File: config.mk
export PLATFORM = sky130hd
export DESIGN_NAME = program_loader
export DESIGN_NICKNAME = d
export VERILOG_FILES = /design/src/rtl/program_loader_pkg.sv /design/src/rtl/loader_word_pack.sv /design/src/rtl/program_loader.sv
export SDC_FILE = /design/constraint.sdc
export NUM_CORES = 1
export LEC_CHECK = 0
export CAP_MARGIN = 10
export CORE_MARGIN = 2
export CORE_UTILIZATION = 25
export DETAILED_ROUTE_END_ITERATION = 8
export HOLD_SLACK_MARGIN = 0.06
export PLACE_DENSITY = 0.51
export SETUP_SLACK_MARGIN = 0.4
export SYNTH_ARGS = -nofsm -noshare
export SYNTH_HDL_FRONTEND = slang
export SYNTH_SLANG_ARGS = --single-unit
File: constraint.sdc
create_clock -name clk -period 4.17 [get_ports clk]
set_input_delay 1.251 -clock clk [delete_from_list [all_inputs] [get_ports clk]]
set_output_delay 1.251 -clock clk [all_outputs]
set_load 0.02 [all_outputs]
File: src/rtl/program_loader_pkg.sv
`default_nettype none
// ============================================================================
// program_loader_pkg : shared FSM state encoding and default geometry
// Revision 1.0
// ============================================================================
package program_loader_pkg;

    localparam int DEF_DEPTH  = 16;
    localparam int DEF_ADDR_W = 4;

    typedef enum logic [2:0] {
        ST_IDLE    = 3'd0,
        ST_LEN_LO  = 3'd1,
        ST_LEN_HI  = 3'd2,
        ST_DATA_LO = 3'd3,
        ST_DATA_HI = 3'd4,
        ST_CSUM    = 3'd5,
        ST_DONE    = 3'd6,
        ST_ERR     = 3'd7
    } state_t;

endpackage
`default_nettype wire

File: src/rtl/loader_word_pack.sv
`default_nettype none
// ============================================================================
// loader_word_pack : low-byte latch plus registered 16-bit word write port
// Revision 1.0
// ============================================================================
module loader_word_pack #(
    parameter int ADDR_W = 4
) (
    input  logic              clk,
    input  logic              rst_n,
    input  logic              lo_en,
    input  logic              hi_en,
    input  logic [7:0]        data_in,
    input  logic [ADDR_W-1:0] addr_in,
    output logic              we,
    output logic [ADDR_W-1:0] addr,
    output logic [15:0]       wdata
);

    logic [7:0] lo_byte;

    always_ff @(posedge clk or negedge rst_n) begin
        if (!rst_n) begin
            lo_byte <= '0;
            we      <= 1'b0;
            addr    <= '0;
            wdata   <= '0;
        end else begin
            if (lo_en) begin
                lo_byte <= data_in;
            end
            // Strobe is a single-cycle pulse following the high byte
            we <= hi_en;
            if (hi_en) begin
                addr  <= addr_in;
                wdata <= {data_in, lo_byte};
            end
        end
    end

endmodule
`default_nettype wire

File: src/rtl/program_loader.sv
`default_nettype none
// ============================================================================
// program_loader : byte-stream loader into instruction memory, holds the core
// in reset until done. Optional checksum byte via LOADER_CSUM_EN.  Revision 1.0
// ============================================================================
module program_loader
    import program_loader_pkg::*;
#(
    parameter int DEPTH  = DEF_DEPTH,
    parameter int ADDR_W = DEF_ADDR_W
) (
    input  logic              clk,
    input  logic              rst_n,
    input  logic              start,
    input  logic              in_valid,
    input  logic [7:0]        in_data,
    output logic              in_ready,
    output logic              imem_we,
    output logic [ADDR_W-1:0] imem_addr,
    output logic [15:0]       imem_wdata,
    output logic              core_rst_n,
    output logic              done,
    output logic              error
);

    localparam logic [ADDR_W:0] IDX_ONE = 1;

    state_t            state;
    logic [7:0]        len_lo;
    logic [ADDR_W:0]   len_words;
    logic [ADDR_W:0]   index;
    logic              accept;
    logic              restart;
    logic              len_ok;
    logic              last_word;
    logic [15:0]       len_full;

    assign in_ready   = (state == ST_LEN_LO)  || (state == ST_LEN_HI) ||
                        (state == ST_DATA_LO) || (state == ST_DATA_HI) ||
                        (state == ST_CSUM);
    assign done       = (state == ST_DONE);
    assign core_rst_n = (state == ST_DONE);
    assign error      = (state == ST_ERR);

    assign accept    = in_valid && in_ready;
    assign restart   = start && ((state == ST_IDLE) || (state == ST_DONE) || (state == ST_ERR));
    assign len_full  = {in_data, len_lo};
    assign len_ok    = (len_full != 16'd0) && (len_full <= 16'(DEPTH));
    assign last_word = ((index + IDX_ONE) == len_words);

`ifdef LOADER_CSUM_EN
    logic [7:0] csum;

    always_ff @(posedge clk or negedge rst_n) begin
        if (!rst_n) begin
            csum <= '0;
        end else if (restart) begin
            csum <= '0;
        end else if (accept && (state != ST_CSUM)) begin
            csum <= csum ^ in_data;
        end
    end
`endif

    always_ff @(posedge clk or negedge rst_n) begin
        if (!rst_n) begin
            state     <= ST_IDLE;
            len_lo    <= '0;
            len_words <= '0;
            index     <= '0;
        end else begin
            case (state)
                ST_IDLE, ST_DONE, ST_ERR: begin
                    if (start) begin
                        state <= ST_LEN_LO;
                        index <= '0;
                    end
                end
                ST_LEN_LO: begin
                    if (accept) begin
                        len_lo <= in_data;
                        state  <= ST_LEN_HI;
                    end
                end
                ST_LEN_HI: begin
                    if (accept) begin
                        len_words <= len_full[ADDR_W:0];
                        state     <= len_ok ? ST_DATA_LO : ST_ERR;
                    end
                end
                ST_DATA_LO: begin
                    if (accept) begin
                        state <= ST_DATA_HI;
                    end
                end
                ST_DATA_HI: begin
                    if (accept) begin
                        index <= index + IDX_ONE;
                        if (!last_word) begin
                            state <= ST_DATA_LO;
                        end else begin
`ifdef LOADER_CSUM_EN
                            state <= ST_CSUM;
`else
                            state <= ST_DONE;
`endif
                        end
                    end
                end
`ifdef LOADER_CSUM_EN
                ST_CSUM: begin
                    if (accept) begin
                        state <= (in_data == csum) ? ST_DONE : ST_ERR;
                    end
                end
`endif
                default: state <= ST_IDLE;
            endcase
        end
    end

    loader_word_pack #(
        .ADDR_W (ADDR_W)
    ) u_word_pack (
        .clk     (clk),
        .rst_n   (rst_n),
        .lo_en   (accept && (state == ST_DATA_LO)),
        .hi_en   (accept && (state == ST_DATA_HI)),
        .data_in (in_data),
        .addr_in (index[ADDR_W-1:0]),
        .we      (imem_we),
        .addr    (imem_addr),
        .wdata   (imem_wdata)
    );

endmodule
`default_nettype wire

==> results of run 1 <==
Yosys cell counts:
cell type                   n  area share, %
sky130_fd_sc_hd__buf_4      3            1.0
sky130_fd_sc_hd__o21ai_0    4           0.91
sky130_fd_sc_hd__dfrtp_1   50             57
sky130_fd_sc_hd__nand3_1    4           0.91
sky130_fd_sc_hd__a21oi_1    1           0.23
sky130_fd_sc_hd__xor3_1     1            1.1
sky130_fd_sc_hd__and3_4     1           0.51
sky130_fd_sc_hd__nor3_1     1           0.23
sky130_fd_sc_hd__or2_4      1           0.40
sky130_fd_sc_hd__nor2_4     2            1.0
sky130_fd_sc_hd__nor2b_1    2           0.57
sky130_fd_sc_hd__ha_1       1           0.57
sky130_fd_sc_hd__inv_1      1           0.17
sky130_fd_sc_hd__buf_2      4           0.91
sky130_fd_sc_hd__a22o_1     3            1.2
sky130_fd_sc_hd__nand4_1    2           0.57
sky130_fd_sc_hd__and3_1     2           0.57
sky130_fd_sc_hd__and2b_1    1           0.34
sky130_fd_sc_hd__and3b_1    1           0.40
sky130_fd_sc_hd__xnor2_1    7            2.8
sky130_fd_sc_hd__nand3b_4   1           0.91
sky130_fd_sc_hd__a31oi_1    1           0.28
sky130_fd_sc_hd__nand2_2    1           0.28
sky130_fd_sc_hd__nor2_1     4           0.68
sky130_fd_sc_hd__mux2_2    29             15
sky130_fd_sc_hd__o31ai_1    1           0.34
sky130_fd_sc_hd__xor2_1     3            1.2
sky130_fd_sc_hd__mux2_1    14            7.1
sky130_fd_sc_hd__nand2b_1   2           0.57
sky130_fd_sc_hd__o21a_1     1           0.34
sky130_fd_sc_hd__nor4_1     4            1.1
sky130_fd_sc_hd__o21ai_1    2           0.45
sky130_fd_sc_hd__nand2_1    6            1.0
report_power, final:
group / switching [W] / internal [W] / total [W]
Clock: 0.000158 / 0.000134 / 0.000292
Sequential: 0.000160 / 0.000697 / 0.000857
Combinational: 0.000356 / 0.000463 / 0.000819
Total: 0.000674 / 0.00129 / 0.00197
metal layers:
metal,vias to the layer above,wire [um],share of wire [%]
met1,690,2050,48
met3,6,146,3.4
li1,650,-,-
met4,0,49,1.1
met2,24,2030,47
met5,-,0,0
registers in the layout, indices dropped and copies added, names as in the netlist:
name                 cells
u_word_pack.wdata       16
len_lo                   8
u_word_pack.lo_byte      8
index                    5
len_words                5
u_word_pack.addr         4
state                    3
u_word_pack.we           1
metrics by stage:
| stage | setup WS, ps | instance area [um2] | hold WS, ps | instances |
|---|---|---|---|---|
| global placement | 1090 | 2670 | 466 | 300 |
| finish | 946 | 2770 | 490 | 308 |
| CTS | 895 | 2770 | 500 | 308 |
| floorplan | 1780 | 2210 | 459 | 161 |
| detailed placement | 1050 | 2670 | 478 | 300 |
| global route | 812 | 2770 | 512 | 308 |
critical path: cells and delay by family, from the launching register on:
kind / cells / cell delay [ps]
compound gates: 1 / 220
buf+inv: 2 / 610
flops: 1 / 520
simple gates: 1 / 330
layout make-up:
class / count / area, um2
clock buffer: 7 / 86.3
multi-input combinational: 103 / 913
sequential: 50 / 1250
clock inverter: 1 / 5.00
inverter: 1 / 3.75
fill: 872 / 5870
tap: 108 / 135
timing repair buffer: 38 / 370
cell families after synthesis:
logic type / count (synthesis) / share of synthesized area (%)
AOI/OAI and AO/OA: 13 / 3.74
xor gates and xnor gates: 11 / 5.04
adders and majority gates: 1 / 0.566
buffers and inverters: 8 / 2.09
DFF: 50 / 56.6
muxes: 43 / 21.9
and+or+nand+nor: 35 / 10.1
final timing paths:
check                                               to  slack, ps  cells past startpoint
max in group asynchronous       u_word_pack.lo_byte[6]       2450                      2
worst max register to register    u_word_pack.wdata[9]       2200                      4
worst max-delay path                          in_ready        950                      4
worst min register to register     u_word_pack.addr[3]        490                      1
worst min-delay path               u_word_pack.addr[3]        490                      1
min in group asynchronous               u_word_pack.we        980                      1
==> results.env, run 1 <==
GRT_ANTENNA_BEFORE_REPAIR=0
MOSTFREQUENTLAYOUTCELLS='sky130_fd_sc_hd__dfrtp_1, sky130_fd_sc_hd__clkdlybuf4s50_1, sky130_fd_sc_hd__mux2_2'
OVERFLOW=0
FIN_TOTAL_PWR_W=0.00197
SETUP.WORST_PATH.END_CLASS='primary output'
AREA.GROWTH.SYNTH_TO_FINAL_PCT=25.1
CP_MAX_FO=12
NUMBER_OF_BUFFERS_INSERTED_FOR_HOLD_REPAIR_AFTER_CLOCK_TREE_SYNTHESIS=0
MAX_CLOCK_FREQ_MHz=310
CRITICAL_PATH.STARTPOINT_TYPE='flip-flop'
BUFFER_PORTS.INSERTED=36
CLKTRANSATPATHREGS_PS=90
CRITICAL_PATH.REG2REG.STARTPOINT='state[1]'
WORSTHOLDPATHTYPE='reg2reg'
PIN_COUNT_OF_THE_BIGGEST_NET_ENTERING_GLOBAL_ROUTING=34
WORST-SLEW-PIN-TRANSITION_PS=711
POST_ROUTE_CELLS_DRIVE_ABOVE_1_SHARE_PCT=22.5
CLK-INSERTION-DELAY-LATE_PS=300
ROW_COUNT=34
DRT_WL_TOTAL_UM=4270
CPMAXSTAGEDELAYCELL='sky130_fd_sc_hd__clkdlybuf4s50_1'
N_ANTENNA_CELL=0
DRT.ANTENNA.VIOLATING_NETS=0
PERIOD_NEEDED_PS=3220
DETAIL_ROUTE.FIRST_PASS.ITERATIONS=3
HOLD_START='u_word_pack.addr[3]'
CRITPATHLAUNCH='state[1]'
IRDROPWORSTVDD_uV=236
DRT_ITER0_DRC=31
FINAL_MAX_SLEW_VIOL_COUNT=0
CHIPHEIGHT_UM=98.0
MAX_STAGE_DELAY_PS=540
GRT_USE_MET2_PCT=15.2
SYNTH.YOSYS.SEQ_AREA_SHARE_PCT=56.6
LEAKAGE_POWER_nW=1.17
GRT_SETUP_UNREPAIRED='false'
GP_CONGESTION=0.786
FIN_TNS_SETUP_PS=0
SYNTHESIS.INSTANCES=161
DESIGN.DIE.AREA_MM2=0.00961
CTSROOTBUFFERMASTER='sky130_fd_sc_hd__clkbuf_8'
FIRST_GLOBAL_VIAS=1409
MOST_COMMON_LIBRARY_CELL_IN_THE_LAYOUT_IGNORING_FILL_AND_TAPS='sky130_fd_sc_hd__dfrtp_1'
CTS_HTREE_LEVELS=2
GRT.MET3_USAGE_PCT=2.43
REQUIRED_TIME_OF_THE_CRITICAL_PATH_PS=2920
IO_PINS=37
YOSYS_WARNINGS=0
FLOORPLAN.INITIALDENSITY_PCT=25.6
TOP_USAGE_LAYER='met2'
FINAL.PERIOD_UTILIZATION_PCT=77.3
GROUTE.USAGE.OVERALL_PCT=9.20
TRITONCTS_NUM_SINKS=50
MAX_CAP_VIOLATIONS=0
POST_CTS.RESIZED_INSTANCES=0
SYNTH_NETS=174
NUM_CTS_BUFFERS=5
TIMING.SETUP.CRITICAL_PATH_CLASS='reg2out'
YS_FF_LATCH=50
FINISH.UTILIZATION_PCT=32.0
POST-ROUTE-DRC-COUNT=0
GLOBAL_ROUTE_WIRE_LENGTH_BEFORE_REPAIR_UM=7150
VIAS=1370
POSTSYNTHAREAPERCELL_UM2=13.7
CLOCK_SKEW_PS=3.04
STATUS='complete, no violations'
SLEW_HEADROOM_PCT=52.6
FINAL_HOLD_VIOL_COUNT=0
DETAILEDPLACEMENTHPWL_UM=3150
CRITICAL_PATH_CELL_SEQUENCE='or2_4 -> o21ai_0 -> inv_1 -> clkdlybuf4s50_1'
SETUP_VIOLATIONS=0
COREAREA_MM2=0.00864
POWER-PER-CELL-AREA_mW_PER_MM2=712
TRITONCTS_CLOCK_TREE='built'
ARRIVAL_PS=1970
WIRE_PER_INST_UM=13.9
CTS_MAX_PATH_BUFFERS=2
POST_DRT_VIA_CELL_RATIO=4.45
MAPPEDNETLISTAREA_MM2=0.00221
POST-CTS-SETUP-BUFFERS=0
NETLIST-CELL-TYPE-COUNT=33
GR-USAGE-MET1_PCT=12.0
FINAL_NETS=212
DIEWIDTH_UM=98.0
Note: power is estimated with default switching activity, not from simulation.
==> inputs of run 2 (changes only) <==
==> constraint.sdc (replaced) <==
create_clock -name clk -period 3.26 [get_ports clk]
set_input_delay 0.978 -clock clk [delete_from_list [all_inputs] [get_ports clk]]
set_output_delay 0.978 -clock clk [all_outputs]
set_load 0.02 [all_outputs]
==> run 2 against run 1 <==
  * Final area increased by 0.81%
  * Non-clock buffer count increased by 1
  * Combinational power increased by 31%
  * Largest cell class unchanged
  * Sequential power increased by 26%
  * Critical endpoint unchanged
  * Critical path type unchanged
  * First-iteration DRC count increased by 55%
  * Flip-flop and latch count unchanged
  * Die area unchanged
==> results.env, run 2 (synthesis gave the netlist of run 1 again) <==
MAX_STAGE_DELAY_PS=500
MAX_CLOCK_FREQ_MHz=373
CLOCK_SKEW_PS=4.29
CTS_HTREE_LEVELS=2
POST_DRT_VIA_CELL_RATIO=4.40
FINAL_NETS=213
GROUTE.USAGE.OVERALL_PCT=9.32
COMBINATIONALPOWERSHARE_PCT=42.9
REQUIRED_TIME_OF_THE_CRITICAL_PATH_PS=2280
FIN_TNS_SETUP_PS=0
WIRE_PER_INST_UM=13.7
COREAREA_MM2=0.00864
LARGEST_REGISTER='u_word_pack.wdata'
SETUP_VIOLATIONS=0
GRT_USE_MET2_PCT=15.2
MOSTFREQUENTLAYOUTCELLS='sky130_fd_sc_hd__dfrtp_1, sky130_fd_sc_hd__clkdlybuf4s50_1, sky130_fd_sc_hd__mux2_2'
FINAL_HOLD_VIOL_COUNT=0
GP_CONGESTION=0.732
CTS_MAX_PATH_BUFFERS=2
TIMING.CRITICAL_PATH.BUF_INV=2
LARGEST_REG_FLOPS=16
POST-ROUTE-DRC-COUNT=0
CTSROOTBUFFERMASTER='sky130_fd_sc_hd__clkbuf_8'
FIN_TOTAL_PWR_W=0.00250
CRITICAL_PATH.REG2REG.STARTPOINT='state[1]'
LEAKAGE_POWER_nW=1.17
PERIOD_NEEDED_PS=2680
TRITONCTS_CLOCK_TREE='built'
P_SW_SHARE_PCT=34.4
TOP_USAGE_LAYER='met2'
POST-CTS-SETUP-BUFFERS=0
MAX_CAP_VIOLATIONS=0
DIEWIDTH_UM=98.0
DETAIL_ROUTE.FIRST_PASS.ITERATIONS=4
MOST_COMMON_LIBRARY_CELL_IN_THE_LAYOUT_IGNORING_FILL_AND_TAPS='sky130_fd_sc_hd__dfrtp_1'
FINAL_MAX_SLEW_VIOL_COUNT=0
TRITONCTS_NUM_SINKS=50
N_ANTENNA_CELL=0
GRT.MET3_USAGE_PCT=3.29
SETUP.WORST_PATH.END_CLASS='primary output'
PIN_COUNT_OF_THE_BIGGEST_NET_ENTERING_GLOBAL_ROUTING=51
DRT_ITER0_DRC=48
GR-USAGE-MET1_PCT=11.9
GRT_SETUP_UNREPAIRED='false'
AREA.GROWTH.SYNTH_TO_FINAL_PCT=26.1
GRT_ANTENNA_BEFORE_REPAIR=0
WORSTHOLDPATHTYPE='reg2reg'
POST_ROUTE_CELLS_DRIVE_ABOVE_1_SHARE_PCT=23.5
POWER.SWITCHING_W=0.000861
FINAL.PERIOD_UTILIZATION_PCT=82.1
FLOORPLAN.INITIALDENSITY_PCT=25.6
IRDROPWORSTVDD_uV=340
CLKTRANSATPATHREGS_PS=80
SEQ_POWER_SHARE_PCT=43.2
WORST-SLEW-PIN-TRANSITION_PS=451
IO_PINS=37
LARGESTREGISTERS='u_word_pack.wdata: 16 flops, len_lo: 8 flops, u_word_pack.lo_byte: 8 flops'
TOTAL_INTERNAL_POWER_W=0.00164
REG2REG_CAPTURE_POINT='u_word_pack.wdata[9]'
DETAILEDPLACEMENTHPWL_UM=3010
SLEW_HEADROOM_PCT=69.9
CHIPHEIGHT_UM=98.0
DESIGN.DIE.AREA_MM2=0.00961
ARRIVAL_PS=1700
HOLD_END='u_word_pack.addr[3]'
DRT_WL_TOTAL_UM=4230
WORSTHOLDPATHCELLS=1
CRIT_FAMILY='flip-flops'
STATUS='complete, no violations'
TIMING.SETUP.CRITICAL_PATH_CLASS='reg2out'
CP_MAX_FO=12
NUMBER_OF_BUFFERS_INSERTED_FOR_HOLD_REPAIR_AFTER_CLOCK_TREE_SYNTHESIS=0
VIAS=1355
FIRST_GLOBAL_VIAS=1407
GLOBAL_ROUTE_WIRE_LENGTH_BEFORE_REPAIR_UM=7130
POWER-PER-CELL-AREA_mW_PER_MM2=898
CLKPWRFRAC_PCT=13.9
DRT.ANTENNA.VIOLATING_NETS=0
FINISH.UTILIZATION_PCT=32.3
CRITICAL_PATH_CELL_SEQUENCE='or2_4 -> o21ai_0 -> inv_1 -> dlygate4sd2_1'
OVERFLOW=0
CRITICAL_PATH.STARTPOINT_TYPE='flip-flop'
N_FILL_CELL=871
CLK-INSERTION-DELAY-LATE_PS=300
POST_CTS.RESIZED_INSTANCES=2
REG2REG_SLACK_PS=1410
ROW_COUNT=34
BUFFER_PORTS.INSERTED=36
NUM_CTS_BUFFERS=5
REG2REG_DEPTH=4
CPMAXSTAGEDELAYCELL='sky130_fd_sc_hd__dfrtp_2'
HOLD_START='u_word_pack.addr[3]'
run 2: worst reg2reg max path: stages, from the launching register on:
cell and delay, ps:
sky130_fd_sc_hd__dfrtp_2 500, sky130_fd_sc_hd__or2_4 310, sky130_fd_sc_hd__nor2_4 380, sky130_fd_sc_hd__buf_12 210, sky130_fd_sc_hd__mux2_2 340
run 2: worst max-delay path by stage:
| stage | cells after the start | endpoint | from | slack, ps |
|---|---|---|---|---|
| 2_1_floorplan | 4 | done | state[1] | 1140 |
| 3_5_place_dp | 5 | u_word_pack.wdata[9] | in_valid | 500 |
| 6_report | 4 | in_ready | state[1] | 580 |
| 4_1_cts | 3 | done | state[2] | 480 |
| 5_1_grt | 4 | in_ready | state[1] | 470 |
| 3_3_place_gp | 5 | u_word_pack.wdata[9] | in_valid | 530 |
run 2: per-stage QoR:
step                      area, um2  setup WS (ps)  hold WS [ps]  std cells
after floorplan                2210           1140           459        161
final                          2790            582           487        308
after global routing           2790            472           507        308
after detailed placement       2710            499           474        301
after global placement         2710            534           469        301
after CTS                      2790            485           496        308
run 2: layer usage:
metal / routed length [um] / up-vias
li1: - / 650
met1: 1970 / 678
met2: 2040 / 25
met3: 190 / 2
met4: 26 / 0
met5: 0 / -
run 2: power groups by stage:
stage	logic (W)	clock network (W)	registers, W
2_1_floorplan	0.000617	0	0.00116
3_3_place_gp	0.00109	0	0.00109
3_5_place_dp	0.00110	0	0.00109
4_1_cts	0.00109	0.000368	0.00108
5_1_grt	0.00116	0.000390	0.00113
6_report	0.00107	0.000348	0.00108
run 2: cell type report:
cell class | count | area, um2 | area share, %
clock inverter | 1 | 7.51 | 0.269
tap | 108 | 135 | 4.85
clock buffer | 6 | 72.6 | 2.60
timing repair buffer | 39 | 402 | 14.4
multi-input combinational | 103 | 913 | 32.8
sequential | 50 | 1250 | 45.0
inverter | 1 | 3.75 | 0.135
==> inputs of run 3 (changes only) <==
==> constraint.sdc (replaced) <==
create_clock -name clk -period 2.7 [get_ports clk]
set_input_delay 0.81 -clock clk [delete_from_list [all_inputs] [get_ports clk]]
set_output_delay 0.81 -clock clk [all_outputs]
set_load 0.02 [all_outputs]
==> run 3 against run 2 <==
  * Via count is essentially flat
  * Final cell count grew 1.3%
  * Sequential share of layout area shrank 0.35 points
  * Flip-flop and latch count is the same
  * Critical path depth is the same
  * Setup slack lost 150 ps
  * Non-clock buffer count grew 3
  * Power grew 25%
  * Hold slack lost 43 ps
  * Final area grew 0.67%
  * Global-route usage is essentially flat
  * Clock power grew 50%
  * Largest cell class unchanged
  * Largest power group is now combinational cells
  * Highest routed layer unchanged
==> results.env, run 3 (synthesis gave the netlist of run 1 again) <==
STATUS='complete, no violations'
TRITONCTS_CLOCK_TREE='built'
FIRST_GLOBAL_VIAS=1463
DETAIL_ROUTE.FIRST_PASS.ITERATIONS=4
CLKPWRFRAC_PCT=16.7
FINAL.PERIOD_UTILIZATION_PCT=84.0
DRT_WL_TOTAL_UM=4230
LEAKAGE_POWER_nW=1.20
CTSROOTBUFFERMASTER='sky130_fd_sc_hd__clkbuf_8'
TRITONCTS_NUM_SINKS=50
WIRE_PER_INST_UM=13.6
LARGEST_REGISTER='u_word_pack.wdata'
SETUP_VIOLATIONS=0
NUM_CTS_BUFFERS=5
POWER-PER-CELL-AREA_mW_PER_MM2=1110
ARRIVAL_PS=1460
CLKTRANSATPATHREGS_PS=90
GRT_SETUP_UNREPAIRED='true'
POST_DRT_VIA_CELL_RATIO=4.34
GLOBAL_ROUTE_WIRE_LENGTH_BEFORE_REPAIR_UM=7220
VIAS=1354
POST-CTS-SETUP-BUFFERS=0
SLEW_HEADROOM_PCT=70.3
POWER.SWITCHING_W=0.00105
REG2REG_SLACK_PS=1010
OVERFLOW=0
WORSTHOLDPATHTYPE='in2async'
WHS_PS=444
AREA.GROWTH.SYNTH_TO_FINAL_PCT=26.9
PIN_COUNT_OF_THE_BIGGEST_NET_ENTERING_GLOBAL_ROUTING=21
CP_MAX_FO=5
CRITICAL_PATH.REG2REG.STARTPOINT='index[0]'
FIN_TNS_SETUP_PS=0
REG2REG_DEPTH=6
DESIGN.DIE.AREA_MM2=0.00961
LARGESTREGISTERS='u_word_pack.wdata: 16 flops, len_lo: 8 flops, u_word_pack.lo_byte: 8 flops'
CRITICAL_PATH.STARTPOINT_TYPE='flip-flop'
GR-USAGE-MET1_PCT=13.0
COREAREA_MM2=0.00864
FINAL_HOLD_VIOL_COUNT=0
DIEWIDTH_UM=98.0
GRT.MET3_USAGE_PCT=2.51
NUMBER_OF_BUFFERS_INSERTED_FOR_HOLD_REPAIR_AFTER_CLOCK_TREE_SYNTHESIS=0
TOTAL_INTERNAL_POWER_W=0.00208
MAX_CLOCK_FREQ_MHz=441
SETUP.WORST_PATH.END_CLASS='primary output'
CTS_MAX_PATH_BUFFERS=2
GP_CONGESTION=0.780
POST-ROUTE-DRC-COUNT=0
GRT_ANTENNA_BEFORE_REPAIR=0
REQUIRED_TIME_OF_THE_CRITICAL_PATH_PS=1890
GRT_USE_MET2_PCT=14.2
MOST_COMMON_LIBRARY_CELL_IN_THE_LAYOUT_IGNORING_FILL_AND_TAPS='sky130_fd_sc_hd__dfrtp_1'
ROW_COUNT=34
CLK-INSERTION-DELAY-LATE_PS=300
LARGEST_REG_FLOPS=16
MOSTFREQUENTLAYOUTCELLS='sky130_fd_sc_hd__dfrtp_1, sky130_fd_sc_hd__clkdlybuf4s50_1, sky130_fd_sc_hd__mux2_2'
REG2REG_CAPTURE_POINT='state[2]'
COMBINATIONALPOWERSHARE_PCT=42.3
FINAL_MAX_SLEW_VIOL_COUNT=0
TIMING.SETUP.CRITICAL_PATH_CLASS='reg2out'
WORST-SLEW-PIN-TRANSITION_PS=446
GROUTE.USAGE.OVERALL_PCT=9.34
DETAILEDPLACEMENTHPWL_UM=3160
DRT_ITER0_DRC=27
DRT.ANTENNA.VIOLATING_NETS=0
FLOORPLAN.INITIALDENSITY_PCT=25.6
CLOCK_SKEW_PS=5.59
CTS_HTREE_LEVELS=2
POST_ROUTE_CELLS_DRIVE_ABOVE_1_SHARE_PCT=26.0
POST_CTS.RESIZED_INSTANCES=5
PERIOD_NEEDED_PS=2270
BUFFER_PORTS.INSERTED=36
CHIPHEIGHT_UM=98.0
TOP_USAGE_LAYER='met2'
FINAL_NETS=216
MAX_CAP_VIOLATIONS=0
IO_PINS=37
N_ANTENNA_CELL=0
P_SW_SHARE_PCT=33.5
IRDROPWORSTVDD_uV=396
SEQ_POWER_SHARE_PCT=41.0
[run 3: worst max-delay path, cell delays in order, from the launching register on]
cell and delay [ps]:
sky130_fd_sc_hd__dfrtp_1 380, sky130_fd_sc_hd__or2_4 290, sky130_fd_sc_hd__o21ai_2 130, sky130_fd_sc_hd__inv_1 50
sky130_fd_sc_hd__dlygate4sd2_1 310
[run 3: layout make-up]
class / count / area (um2)
timing repair buffer: 42 / 388
clock inverter: 2 / 37.5
tap: 108 / 135
inverter: 1 / 3.75
clock buffer: 6 / 72.6
sequential: 50 / 1250
multi-input combinational: 103 / 917
fill: 875 / 5830
[run 3: power groups by stage]
stage               clock (W)  combinational (W)  sequential (W)
finish               0.000521            0.00132         0.00128
global route         0.000573            0.00144         0.00134
CTS                  0.000542            0.00134         0.00129
detailed placement          0            0.00135         0.00131
global placement            0            0.00134         0.00130
floorplan                   0           0.000745         0.00140
[run 3: stage by stage]
stage | instance area [um2] | instances | setup WS [ps] | utilization (%) | power (W)
6_report | 2810 | 312 | 432 | 32.5 | 0.00313
5_1_grt | 2810 | 312 | 338 | 32.5 | 0.00335
4_1_cts | 2810 | 312 | 300 | 32.5 | 0.00318
3_5_place_dp | 2700 | 304 | 197 | 31.3 | 0.00266
3_3_place_gp | 2700 | 304 | 258 | 31.3 | 0.00264
2_1_floorplan | 2210 | 161 | 749 | - | 0.00215
[run 3: worst max-delay path by stage]
stage | to | cells past startpoint | startpoint | slack (ps)
3_5_place_dp | u_word_pack.lo_byte[0] | 4 | in_valid | 200
4_1_cts | in_ready | 4 | state[1] | 300
2_1_floorplan | done | 4 | state[1] | 750
3_3_place_gp | u_word_pack.lo_byte[7] | 4 | in_valid | 260
6_report | in_ready | 4 | state[1] | 430
5_1_grt | in_ready | 4 | state[1] | 340
[run 3: routing by layer]
metal | up-vias | part of all wire, %
li1 | 656 | -
met1 | 666 | 51
met2 | 25 | 45
met3 | 7 | 3.1
met4 | 0 | 1.3
met5 | - | 0
